--- src/rtl/sipo_deser.sv ---
// sipo_deser: serial-in/parallel-out deserialiser with valid/ready output register.
// Collects WIDTH bits qualified by s_valid into a word (LSB- or MSB-first), supports a
// synchronous frame abort (clr), sticky overrun detection and optional parity checking.
// Optional feature macro: SIPO_PARITY_EN (frame = WIDTH data bits + 1 parity bit).
// Ports:
//   clk      rising-edge clock
//   rst      synchronous active-high reset
//   s_in     serial data bit
//   s_valid  s_in accepted on this edge
//   clr      synchronous abort of the partial word
//   p_ready  consumer accepts p_data
//   p_data   assembled word (registered)
//   p_valid  p_data holds an unconsumed word
//   bit_cnt  bits held in the current partial frame
//   overrun  sticky: a completed word was dropped
//   par_err  parity error for the word in p_data (0 when parity disabled)
module sipo_deser #(
  parameter int unsigned WIDTH     = 8,
  parameter int unsigned LSB_FIRST = 1,
  parameter int unsigned ODD_PAR   = 0
) (
  input  logic                           clk,
  input  logic                           rst,
  input  logic                           s_in,
  input  logic                           s_valid,
  input  logic                           clr,
  input  logic                           p_ready,
  output logic [WIDTH-1:0]               p_data,
  output logic                           p_valid,
  output logic [$clog2(WIDTH+2)-1:0]     bit_cnt,
  output logic                           overrun,
  output logic                           par_err
);

  localparam int unsigned CW = $clog2(WIDTH + 2);
`ifdef SIPO_PARITY_EN
  localparam int unsigned FL = WIDTH + 1;
`else
  localparam int unsigned FL = WIDTH;
`endif

  logic [WIDTH-1:0] sh;
  logic [WIDTH-1:0] sh_shift_c;
  logic [WIDTH-1:0] word_c;
  logic             is_data_c;
  logic             par_c;
  logic             last_c;
  logic             done_c;

  // Next shift-register value for an accepted data bit
  always_comb begin
    sh_shift_c = sh;
    if (LSB_FIRST != 0) sh_shift_c = {s_in, sh[WIDTH-1:1]};
    else                sh_shift_c = {sh[WIDTH-2:0], s_in};
  end

`ifdef SIPO_PARITY_EN
  // Final bit of the frame is parity: data is already complete in sh
  assign is_data_c = (bit_cnt < CW'(WIDTH));
  assign word_c    = sh;
  assign par_c     = ((^sh) ^ s_in) != 1'(ODD_PAR);
`else
  logic unused_par_sense;
  assign unused_par_sense = 1'(ODD_PAR);
  assign is_data_c = 1'b1;
  assign word_c    = sh_shift_c;
  assign par_c     = 1'b0;
`endif

  assign last_c = (bit_cnt == CW'(FL - 1));
  assign done_c = s_valid && !clr && last_c;

  // Frame assembly and output register
  always_ff @(posedge clk) begin
    if (rst) begin
      sh      <= '0;
      bit_cnt <= '0;
      p_data  <= '0;
      p_valid <= 1'b0;
      overrun <= 1'b0;
      par_err <= 1'b0;
    end else begin
      if (clr) begin
        sh      <= '0;
        bit_cnt <= '0;
      end else if (s_valid) begin
        if (is_data_c) sh <= sh_shift_c;
        bit_cnt <= last_c ? '0 : bit_cnt + CW'(1);
      end

      // A completing word may only land if the output slot is free or draining now
      if (done_c) begin
        if (!p_valid || p_ready) begin
          p_data  <= word_c;
          par_err <= par_c;
          p_valid <= 1'b1;
        end else begin
          overrun <= 1'b1;
        end
      end else if (p_valid && p_ready) begin
        p_valid <= 1'b0;
      end
    end
  end

endmodule
--- config.mk ---
export PLATFORM = sky130hd
export DESIGN_NAME = sipo_deser
export DESIGN_NICKNAME = d
export VERILOG_FILES = /design/src/rtl/sipo_deser.sv
export SDC_FILE = /design/constraint.sdc
export NUM_CORES = 1
export LEC_CHECK = 0
export ABC_AREA = 1
export CORE_MARGIN = 2
export CORE_UTILIZATION = 44
export DETAILED_ROUTE_END_ITERATION = 8
export GPL_TIMING_DRIVEN = 0
export PLACE_DENSITY = 0.73
export SLEW_MARGIN = 30
export SYNTH_ARGS = -nofsm -noshare
export SYNTH_HDL_FRONTEND = slang
export SYNTH_SLANG_ARGS = --single-unit
--- constraint.sdc ---
create_clock -name clk -period 3.4 [get_ports clk]
set_input_delay 0.68 -clock clk [delete_from_list [all_inputs] [get_ports clk]]
set_output_delay 0.68 -clock clk [all_outputs]
set_load 0.05 [all_outputs]
---- Word-level counts from Yosys, hierarchy flattened ----
Cells that the tools add are included.
cells by class
  bitwise logic cells ..................... 1
  muxes and demuxes ....................... 4
  add/sub/neg operators ................... 1
  equality and inequality tests ........... 2
  reductions and logical operators ........ 11
operator list
  operator                                       count
  AND reduction 2 bit                            3
  adder 4 x 1 -> 4 bit, second input constant    1
  == test 4 x 3 -> 1 bit, second input constant  1
  two-way mux 4 bit                              1
  logical AND 1 bit                              3
  two-way mux 1 bit                              3
  logical NOT 1 bit                              2
  != test 2 x 1 -> 1 bit, second input constant  1
  nonzero test 2 bit                             1
  OR reduction 2 bit                             1
  logical OR 1 bit                               1
  inverter 1 bit                                 1
storage, ports and cells
  bits of input ports ..................... 6
  output and inout bits ................... 15
  bits in registers ....................... 22

---- Longest topological paths before layout ----
  word-level depth ........................ 5
  gate-level depth with buffers ........... 7
  mapped depth without buffers ............ 7

---- Worst setup path before layout ----
OpenSTA, ideal clock, no wires.
  path kind ............................... reg2reg
  from .................................... reg bit_cnt[0]
  to ...................................... reg p_data[0]
  period minus slack after synthesis ...... 1,626 ps
  required time ........................... 3,290 ps
  path buffers ............................ 1
  slack ................................... 1,774 ps
  stages on the path, launching flop included .. 8
  setup time .............................. 110 ps
  arrival ................................. 1,517 ps
  cells stage by stage .................... dfxtp_1 ha_1 nand2_1 nor2_2 buf_2 nand4_1 nand2_1 nor2_1
on the way
  word-level cells in the longest chain between the ends .. 3
RTL lines
  item                                  RTL line  source
  from (decl)                           30        output logic [$clog2(WIDTH+2)-1:0] bit_cnt,
  from (signal assigned)                88        bit_cnt <= last_c ? '0 : bit_cnt + CW'(1);
  == test 4 x 3 -> 1 bit                70        assign last_c = (bit_cnt == CW'(FL - 1));
  logical AND 1 bit                     71        assign done_c = s_valid && !clr && last_c;
  AND reduction 2 bit (no source line)  --
  to (signal assigned)                  94        p_data <= word_c;
  to (decl)                             28        output logic [WIDTH-1:0] p_data,
Every way passes these cells.
A chain may end at the register's enable or synchronous reset.

---- Worst setup path after layout ----
  from .................................... reg bit_cnt[3]
  to ...................................... out bit_cnt[3]
No word-level cell between the ends.

==> results.yml <==
grt:
  antenna_found_initial: 0
  grt_overflow: 0
  grt_max_degree: 12
  grt_pass1_vias: 685
  track_usage: 0.150
  grt_pass1_wl_mm: 2.93
sta:
  slew-limit-headroom: 0.667
  tightest_slew_ns: 0.497
  final_max_slew_viol_count: 0
  rsz0062_at_grt: "no"
  finalHoldViolCount: 0
  whs_ns: 0.465
  setup_violations: 0
  fmax_mhz: 452
  fin_crit_sh: 0.651
  fin_worst_skew_ns: 0.00107
  fin_crit_ns: 2.21
  fin_tns_setup_ns: 0
die:
  ios: 21
  rows: 16
  start_util: 0.467
  coreArea_um2: 1980
  fp.dieH_um: 49.8
  die_area_um2: 2480
  dieWidth_um: 49.8
detailed_routing:
  vias: 800
  drt_iter0_drc: 25
  remaining_drc_errors: 0
  viasPerCell: 4.47
  first_pass_iters: 4
  wl_mm: 1.61
  postRouteAntennaNets: 0
  post_drt_wl_per_cell_um: 8.97
placement:
  dp_hpwl_mm: 1.23
  io_buffers: 19
  gp_congestion: 0.792
yosys:
  synth_area_leaders: "dfxtp_1 45%, inv_1 12%, nand2_1 8.9%"
  synth_top_family_by_area: "simple AND/OR/NAND/NOR gates"
  synth.top_cell.area_share: 0.455
  synth_cell_types: 18
  synth_area_um2: 925
  ys_async_sr_fraction: 0
  synth_edf_count: 0
  muxShareOfSynthArea: 0
  synth_compound_area_frac: 0.124
  syn-mean-instance-area_um2: 7.17
  synth-xor-area-share: 0
  dominantRegCellSynth: "dfxtp_1"
  syn_inst: 129
  ys_seq_area_frac: 0.455
  synth_top_area_cell: "dfxtp_1"
  yosys_warnings: 0
  synth_nets: 136
  synth-seq-cells: 21
  synth_fa_ha_area_frac: 0.0135
  synth_most_common_cell: "inv_1"
  yosys.area_share.simple: 0.256
  synthTopCellsByCount: "29 x inv_1, 22 x nand2_1, 21 x dfxtp_1"
clock_tree:
  postCtsSetupBuffers: 0
  cts_tree: "done"
  cts_resized: 0
  cts.sinks: 21
  holdBufCountCts: 0
  insertion_delay_ns: 0.30
  path_clk_slew_ns: 0.11
  cts-root-buf: "clkbuf_4"
  cts_buffer_depth: 2
  cts_buffers: 3
  h-tree-depth: 1
run:
  max_cap_violations: 0
cells_and_area:
  area_growth_syn_to_layout_pct: 27.1
  final_layout_size_suffix_gt1_frac: 0.0592
  antennaDiodeCount: 0
  nFillCells: 176
  finish.net_count: 160
power_and_ir_drop:
  ir_drop_uv: 306
  powerDensity_nw_per_um2: 349
  p_leak_nw: 0.475
worst_setup_path:
  cp_top_family: "buffers and inverters"
  crit_slowest_cell: "clkdlybuf4s50_1"
  crit_buf_inv: 1
  slowest_delay_ns: 0.83
  cp-end-kind: "output pin"
  critPathMaxFanout: 4
  r2r_slack_ns: 2.04
  arrival_ns: 1.53
  cp-start-kind: "flip-flop"
  path_cells: "clkdlybuf4s50_1"
  worstPathRequired_ns: 2.72
  worstSetupPathType: "reg -> out"
run_status:
  outcome: "complete, no violations"
hold_path:
  hp-class: "reg -> reg"
-- cell type report --
class | instances | area (µm²) | area share
multi-input cells | 73 | 368 | 0.313
plain buffers | 5 | 23.8 | 0.0202
inverters | 30 | 113 | 0.0958
repair buffers | 19 | 190 | 0.162
clock buffers | 4 | 26.3 | 0.0224
well taps | 27 | 33.8 | 0.0288
flip-flops and latches | 21 | 420 | 0.358
-- report_power, final --
group	switching [mW]	total (mW)	internal (mW)
clock	0.0738	0.120	0.0457
sequential	0.00200	0.252	0.250
combinational	0.0243	0.0384	0.0141
total	0.100	0.410	0.310
-- cell usage in the layout (no fill, tap or decap), types with 3 or more instances in the layout --
cell type        netlist  final
inv_1                 29     29
clkbuf_1               2      3
nor2_1                14     14
a21oi_1               13     13
nand4_1                8      8
clkdlybuf4s50_1        0     19
clkbuf_4               0      3
dfxtp_1               21     21
nand2_1               22     22
o21ai_0               10     10
-- layer usage --
metal / track usage / part of all wire
met5: 0 / 0
met4: 0.0417 / 0.011
met3: 0.0303 / 0.030
met2: 0.224 / 0.45
met1: 0.219 / 0.51
-- cell families (layout without fill, tap and decap cells) --
kind of cell               count (synthesis)  after routing
AOI/OAI and AO/OA                         23             23
other                                      1              1
buffers and inverters                     35             58
DFF                                       21             21
adders and majority gates                  1              1
and+or+nand+nor                           48             48
-- stage by stage --
| stage | setup slack (ns) | instance area, µm² | total power, mW | util | cells |
|---|---|---|---|---|---|
| floorplan | 1.77 | 925 | 0.282 | - | 129 |
| global placement | 1.40 | 1150 | 0.295 | 0.580 | 175 |
| detailed placement | 1.38 | 1150 | 0.296 | 0.580 | 175 |
| CTS | 1.17 | 1170 | 0.415 | 0.593 | 179 |
| global route | 1.12 | 1170 | 0.431 | 0.593 | 179 |
| finish | 1.19 | 1170 | 0.410 | 0.593 | 179 |
-- sequential cells by signal, summed over array words and instances (netlist names) --
name	count
p_data	8
p_valid	1
sh	7
bit_cnt	4
overrun	1
-- final timing paths --
check | from | cells after the start | to
worst max-delay path | bit_cnt[3]$_SDFFE_PP0P_ | 1 | bit_cnt[3]
worst min-delay path | overrun$_SDFFE_PP0P_ | 2 | overrun$_SDFFE_PP0P_
worst max register to register | bit_cnt[0]$_SDFFE_PP0P_ | 7 | p_data[6]$_SDFFE_PP0P_
worst min register to register | overrun$_SDFFE_PP0P_ | 2 | overrun$_SDFFE_PP0P_
Power figures use the tool's default switching activity.
